**config.mk**
```make
export PLATFORM = sky130hd
export DESIGN_NAME = mult_seq_ctrl_flat
export DESIGN_NICKNAME = d
export VERILOG_FILES = /design/src/rtl/mult_seq_ctrl_if.sv /design/src/rtl/mult_seq_ctrl.sv /design/src/flat_wrapper.sv
export SDC_FILE = /design/constraint.sdc
export NUM_CORES = 1
export LEC_CHECK = 0
export BUFFER_PORTS_ARGS = -buffer_cell sky130_fd_sc_hd__buf_2
export CAP_MARGIN = 10
export CORE_UTILIZATION = 40
export DETAILED_ROUTE_END_ITERATION = 6
export PLACE_DENSITY = 0.67
export SYNTH_ARGS = -nofsm -noshare
export SYNTH_HDL_FRONTEND = slang
export SYNTH_SLANG_ARGS = --single-unit
```
**constraint.sdc**
```tcl
create_clock -name clk_i -period 6.1 [get_ports clk_i]
set_input_delay 0.305 -clock clk_i [delete_from_list [all_inputs] [get_ports clk_i]]
set_output_delay 0.305 -clock clk_i [all_outputs]
set_load 0.01 [all_outputs]
```
**src/rtl/mult_seq_ctrl_if.sv**
```systemverilog
// EX-stage multiplier handshake: issue/flush and operands in, stall/busy/done and product out.
// The master modport is the pipeline side and the slave modport is the sequencer.
interface mult_seq_ctrl_if #(
    parameter int unsigned WIDTH = 32
);
    logic             start_i;
    logic             flush_i;
    logic [WIDTH-1:0] src1_i;
    logic [WIDTH-1:0] src2_i;
    logic             stall_o;
    logic             busy_o;
    logic             done_o;
    logic [WIDTH-1:0] result_o;

    modport master (
        output start_i, flush_i, src1_i, src2_i,
        input  stall_o, busy_o, done_o, result_o
    );

    modport slave (
        input  start_i, flush_i, src1_i, src2_i,
        output stall_o, busy_o, done_o, result_o
    );
endinterface

```
**src/rtl/mult_seq_ctrl.sv**
```systemverilog
// Iterative shift-add multiplier that stalls the pipeline for WIDTH+1 cycles per mult.
// It produces the low WIDTH bits of the product, and flush aborts any multiply that is in flight.
module mult_seq_ctrl #(
    parameter int unsigned WIDTH = 32
) (
    input  logic           clk_i,
    input  logic           rst_i,
    mult_seq_ctrl_if.slave bus
);
    localparam int unsigned CW = (WIDTH > 1) ? $clog2(WIDTH) : 1;
    localparam logic [CW-1:0] LAST = CW'(WIDTH - 1);

    typedef enum logic [1:0] {
        IDLE,
        RUN,
        DONE
    } state_e;

    state_e           state_q;
    logic [WIDTH-1:0] mcand_q;
    logic [WIDTH-1:0] mplier_q;
    logic [WIDTH-1:0] acc_q;
    logic [WIDTH-1:0] acc_d;
    logic [WIDTH-1:0] result_q;
    logic [CW-1:0]    cnt_q;
    logic             busy_q;
    logic             done_q;

    always_comb begin
        acc_d = acc_q;
        if (mplier_q[0]) begin
            acc_d = acc_q + mcand_q;
        end
    end

    always_ff @(posedge clk_i or negedge rst_i) begin
        if (!rst_i) begin
            state_q  <= IDLE;
            mcand_q  <= '0;
            mplier_q <= '0;
            acc_q    <= '0;
            cnt_q    <= '0;
            result_q <= '0;
            busy_q   <= 1'b0;
            done_q   <= 1'b0;
        end else if (bus.flush_i) begin
            state_q <= IDLE;
            busy_q  <= 1'b0;
            done_q  <= 1'b0;
        end else begin
            case (state_q)
                IDLE: begin
                    done_q <= 1'b0;
                    if (bus.start_i) begin
                        mcand_q  <= bus.src1_i;
                        mplier_q <= bus.src2_i;
                        acc_q    <= '0;
                        cnt_q    <= '0;
                        busy_q   <= 1'b1;
                        state_q  <= RUN;
                    end
                end
                RUN: begin
                    acc_q    <= acc_d;
                    mcand_q  <= mcand_q << 1;
                    mplier_q <= mplier_q >> 1;
                    cnt_q    <= cnt_q + CW'(1);
                    // Fixed latency: always run WIDTH iterations, even if the multiplier empties early.
                    if (cnt_q == LAST) begin
                        result_q <= acc_d;
                        busy_q   <= 1'b0;
                        done_q   <= 1'b1;
                        state_q  <= DONE;
                    end
                end
                DONE: begin
                    done_q  <= 1'b0;
                    state_q <= IDLE;
                end
                default: begin
                    busy_q  <= 1'b0;
                    done_q  <= 1'b0;
                    state_q <= IDLE;
                end
            endcase
        end
    end

    // The issue cycle must stall before the FSM leaves IDLE, so stall is decoded from live inputs.
    assign bus.stall_o  = rst_i && !bus.flush_i &&
                          ((state_q == IDLE && bus.start_i) || state_q == RUN);
    assign bus.busy_o   = busy_q;
    assign bus.done_o   = done_q && !bus.flush_i;
    assign bus.result_o = result_q;
endmodule
```
**src/flat_wrapper.sv**
```systemverilog
// flat-port wrapper written by rule: the top's interface ports become plain ports
module mult_seq_ctrl_flat 
#(
    parameter int unsigned WIDTH = 32
)
  (clk_i, rst_i, bus_start_i, bus_flush_i, bus_src1_i, bus_src2_i, bus_stall_o, bus_busy_o, bus_done_o, bus_result_o);
  mult_seq_ctrl_if #(.WIDTH(WIDTH)) bus_i ();
  input  logic clk_i;
  input  logic rst_i;
  input wire logic [$bits(bus_i.start_i)-1:0] bus_start_i;
  input wire logic [$bits(bus_i.flush_i)-1:0] bus_flush_i;
  input wire logic [$bits(bus_i.src1_i)-1:0] bus_src1_i;
  input wire logic [$bits(bus_i.src2_i)-1:0] bus_src2_i;
  output wire logic [$bits(bus_i.stall_o)-1:0] bus_stall_o;
  output wire logic [$bits(bus_i.busy_o)-1:0] bus_busy_o;
  output wire logic [$bits(bus_i.done_o)-1:0] bus_done_o;
  output wire logic [$bits(bus_i.result_o)-1:0] bus_result_o;
  assign bus_i.start_i = bus_start_i;
  assign bus_i.flush_i = bus_flush_i;
  assign bus_i.src1_i = bus_src1_i;
  assign bus_i.src2_i = bus_src2_i;
  assign bus_stall_o = bus_i.stall_o;
  assign bus_busy_o = bus_i.busy_o;
  assign bus_done_o = bus_i.done_o;
  assign bus_result_o = bus_i.result_o;
  mult_seq_ctrl #(.WIDTH(WIDTH)) u_core (.clk_i(clk_i), .rst_i(rst_i), .bus(bus_i));
endmodule
```
==> summary.txt <==
Run status
  – Outcome: complete, no violations

Yosys
  – Top FF cell, synth: dfrtp_1
  – Yosys warns: 0
  – Mapped cell area: between 7000 and 8000 um^2
  – Number of synthesized flops with an enable pin: 0
  – Syn_nets: 847
  – Synth cell types: 54
  – Number of synthesized register bits: about 140
  – Cell count after synthesis: roughly 750
  – Async SR Flop Fraction: 100%
  – Post-synthesis sequential area ratio: about 47%
  – Syn avg cell area: just under 10 um^2

CTS
  – Clock Sinks: about 140
  – Clock buffer depth: 2
  – Total CTS buffers: 17
  – Hold Buf Count CTS: 1
  – Clock Tree Root: clkbuf_16
  – Worst-path clk slew: about 0.060 ns
  – CTS tree: yes
  – Worst-Skew Late Latency: approximately 0.43 ns
  – Depth of the CTS H-tree: 4
  – Post-cts sizing count: 0
  – Setup bufs post-CTS: 0

Place
  – Placer Congestion: between 0.8 and 0.9
  – PortBufs: around 100
  – Placed Instances: between 1000 and 1500
  – Post-DP HPWL: ~11 mm

Floorplan
  – Core Region: 18000 um^2
  – Die extent in x: around 140 um
  – DIE HEIGHT: ~140 um
  – Starting Density: about 40%
  – Row Count: 49
  – Die area: between 15000 and 20000 um^2
  – # IOs: ~100

Setup path
  – Worst path required time: 6.47 ns
  – Type of the worst setup path: flip-flop to flip-flop
  – CP Launch Type: flip-flop
  – Largest fanout on the critical path: just under 60
  – Reg-to-reg setup timing slack: 2.62 ns
  – Kind of end point of the critical path: flip-flop
  – Critical Path AT: about 3.9 ns

Global routing
  – Largest net degree at the start of global routing: 90
  – Global route total overflow: 0
  – Global-route wire length before repair: 28.2 mm
  – Initial antenna violation count: 0
  – Vias in the first global route: about 5600
  – Aggregate global-route resource usage: 19.3%

STA
  – Fin. max-slew vios: 0
  – RSZ-0062 raised after global routing: no
  – Final Hold Viols: 0
  – Final setup TNS: 0 ns
  – Worst slew margin: 30.5%
  – Setup-failing EPs final: 0
  – Fin crit period: ~3.5 ns
  – Peak Freq: approximately 290 MHz
  – Tcrit/Tclk final: between 50 and 60%
  – Clock Skews: about 0.011 ns
  – Worst Max-Slew Pin Slew: about 1.0 ns

Final layout
  – Most common cell after layout, fill and taps aside: dfrtp_1
  – Layout Area Growth over Synthesis: 18.0%
  – Post-Layout Cell Count: around 1100
  – Most frequent cells in the layout: dfrtp_1, nand2_1, buf_2
  – Nets@finish: 934
  – Share of post-route cells with drive strength above 1: ~18%
  – Util after Layout: about 48%
  – # diodes: 0

Drt
  – Via-per-instance ratio: 5.40
  – Number of routed nets with antenna violations: 0
  – WL/cell: roughly 16 um
  – Via count: around 5800
  – Routed WL: between 15 and 20 mm
  – 1st-iter DRT viols: 410
  – DR DRC count: 0
  – Router iterations before antenna repair: 7

Pwr
  – Pleak: roughly 4.3 nW
  – P per Cell Area: around 330 nW/um^2
  – VDD IR max: between 0.0002 and 0.00025 V

Worst hold path
  – HP Class: primary input to flip-flop

Job
  – Maxcap violations: 0
## cell type report
class	count	area [um^2]
multi-input cells	536	3670
repair buffers	111	587
flip-flops and latches	137	3430
fillers	1675	9290
inverters	29	109
clock inverters	15	168
well taps	229	287
clock buffers	17	425
## layer usage
layer	up-vias	global-route usage, %	wire length (um)
li1	2873	-	-
met1	2759	26.0	8010
met2	145	29.9	7730
met3	19	5.81	1060
met4	0	5.68	205
met5	-	0	0
## cells by family after synthesis
group	after synthesis	share of synthesized area, %
buffers and inverters	72	3.80
AOI/OAI and AO/OA	227	20.3
DFF	137	46.6
and+or+nand+nor	178	10.7
xor gates and xnor gates	30	3.57
muxes	67	9.12
adders and majority gates	34	5.89
## flip-flops by register name, summed over array words and instances (netlist names)
register,flops
u_core.acc_q,32
u_core.bus.busy_o,1
u_core.bus.result_o,32
u_core.state_q,2
u_core.mplier_q,32
u_core.cnt_q,5
u_core.done_q,1
u_core.mcand_q,32
## per-stage QoR
stage / hold slack (ns) / power [mW] / worst slack, ns / instance area [um^2]
floorplan: 0.00941 / 1.68 / 3.26 / 7350
finish: 0.0801 / 2.89 / 2.62 / 8670
global placement: 0.446 / 1.85 / 2.72 / 8070
CTS: 0.0674 / 2.91 / 2.62 / 8670
detailed placement: 0.446 / 1.87 / 2.65 / 8070
global route: 0.0668 / 3.06 / 2.32 / 8670
## power breakdown
group	internal, mW	total [mW]	switching, mW
logic	0.305	0.714	0.409
clock network	0.608	1.03	0.426
registers	1.04	1.14	0.105
total	1.95	2.89	0.940
## synth_stat cells, types with 7 or more instances
| cell | count | share of area, % |
|---|---|---|
| nor2_1 | 24 | 1.2 |
| mux2i_1 | 67 | 9.1 |
| ha_1 | 33 | 5.6 |
| buf_1 | 9 | 0.46 |
| inv_1 | 29 | 1.5 |
| and3_1 | 8 | 0.68 |
| o21ai_1 | 7 | 0.48 |
| a22o_1 | 26 | 3.1 |
| o21ai_0 | 80 | 5.4 |
| xnor2_1 | 18 | 2.1 |
| clkbuf_1 | 32 | 1.6 |
| dfrtp_1 | 137 | 47 |
| a222oi_1 | 18 | 2.5 |
| xor2_1 | 12 | 1.4 |
| a21o_1 | 10 | 1.0 |
| o21bai_1 | 7 | 0.71 |
| nand2_1 | 104 | 5.3 |
| a21oi_1 | 47 | 3.2 |
| nand3_1 | 12 | 0.82 |
## critical path: stages (launching register included)
cell and delay (ns):
dfrtp_1 0.48, nor2b_4 0.19, buf_4 0.65, nor2b_1 0.21
buf_4 0.26, nand2_2 0.61, inv_1 0.58, o21ai_0 0.15
a21oi_1 0.14, a21o_1 0.10
## path summary, 6_finish.rpt
kind,cells after the start,startpoint,to
setup reg to reg,9,u_core.state_q[0],u_core.bus.result_o[20]
hold / removal,3,bus_src2_i[22],u_core.mplier_q[22]
setup / recovery,9,u_core.state_q[0],u_core.bus.result_o[20]
hold reg to reg,2,u_core.bus.result_o[22],u_core.bus.result_o[22]
max in group asynchronous,3,rst_i,u_core.mplier_q[18]
min in group asynchronous,2,rst_i,u_core.bus.result_o[13]
No activity file was read; power rests on OpenSTA's default activity.
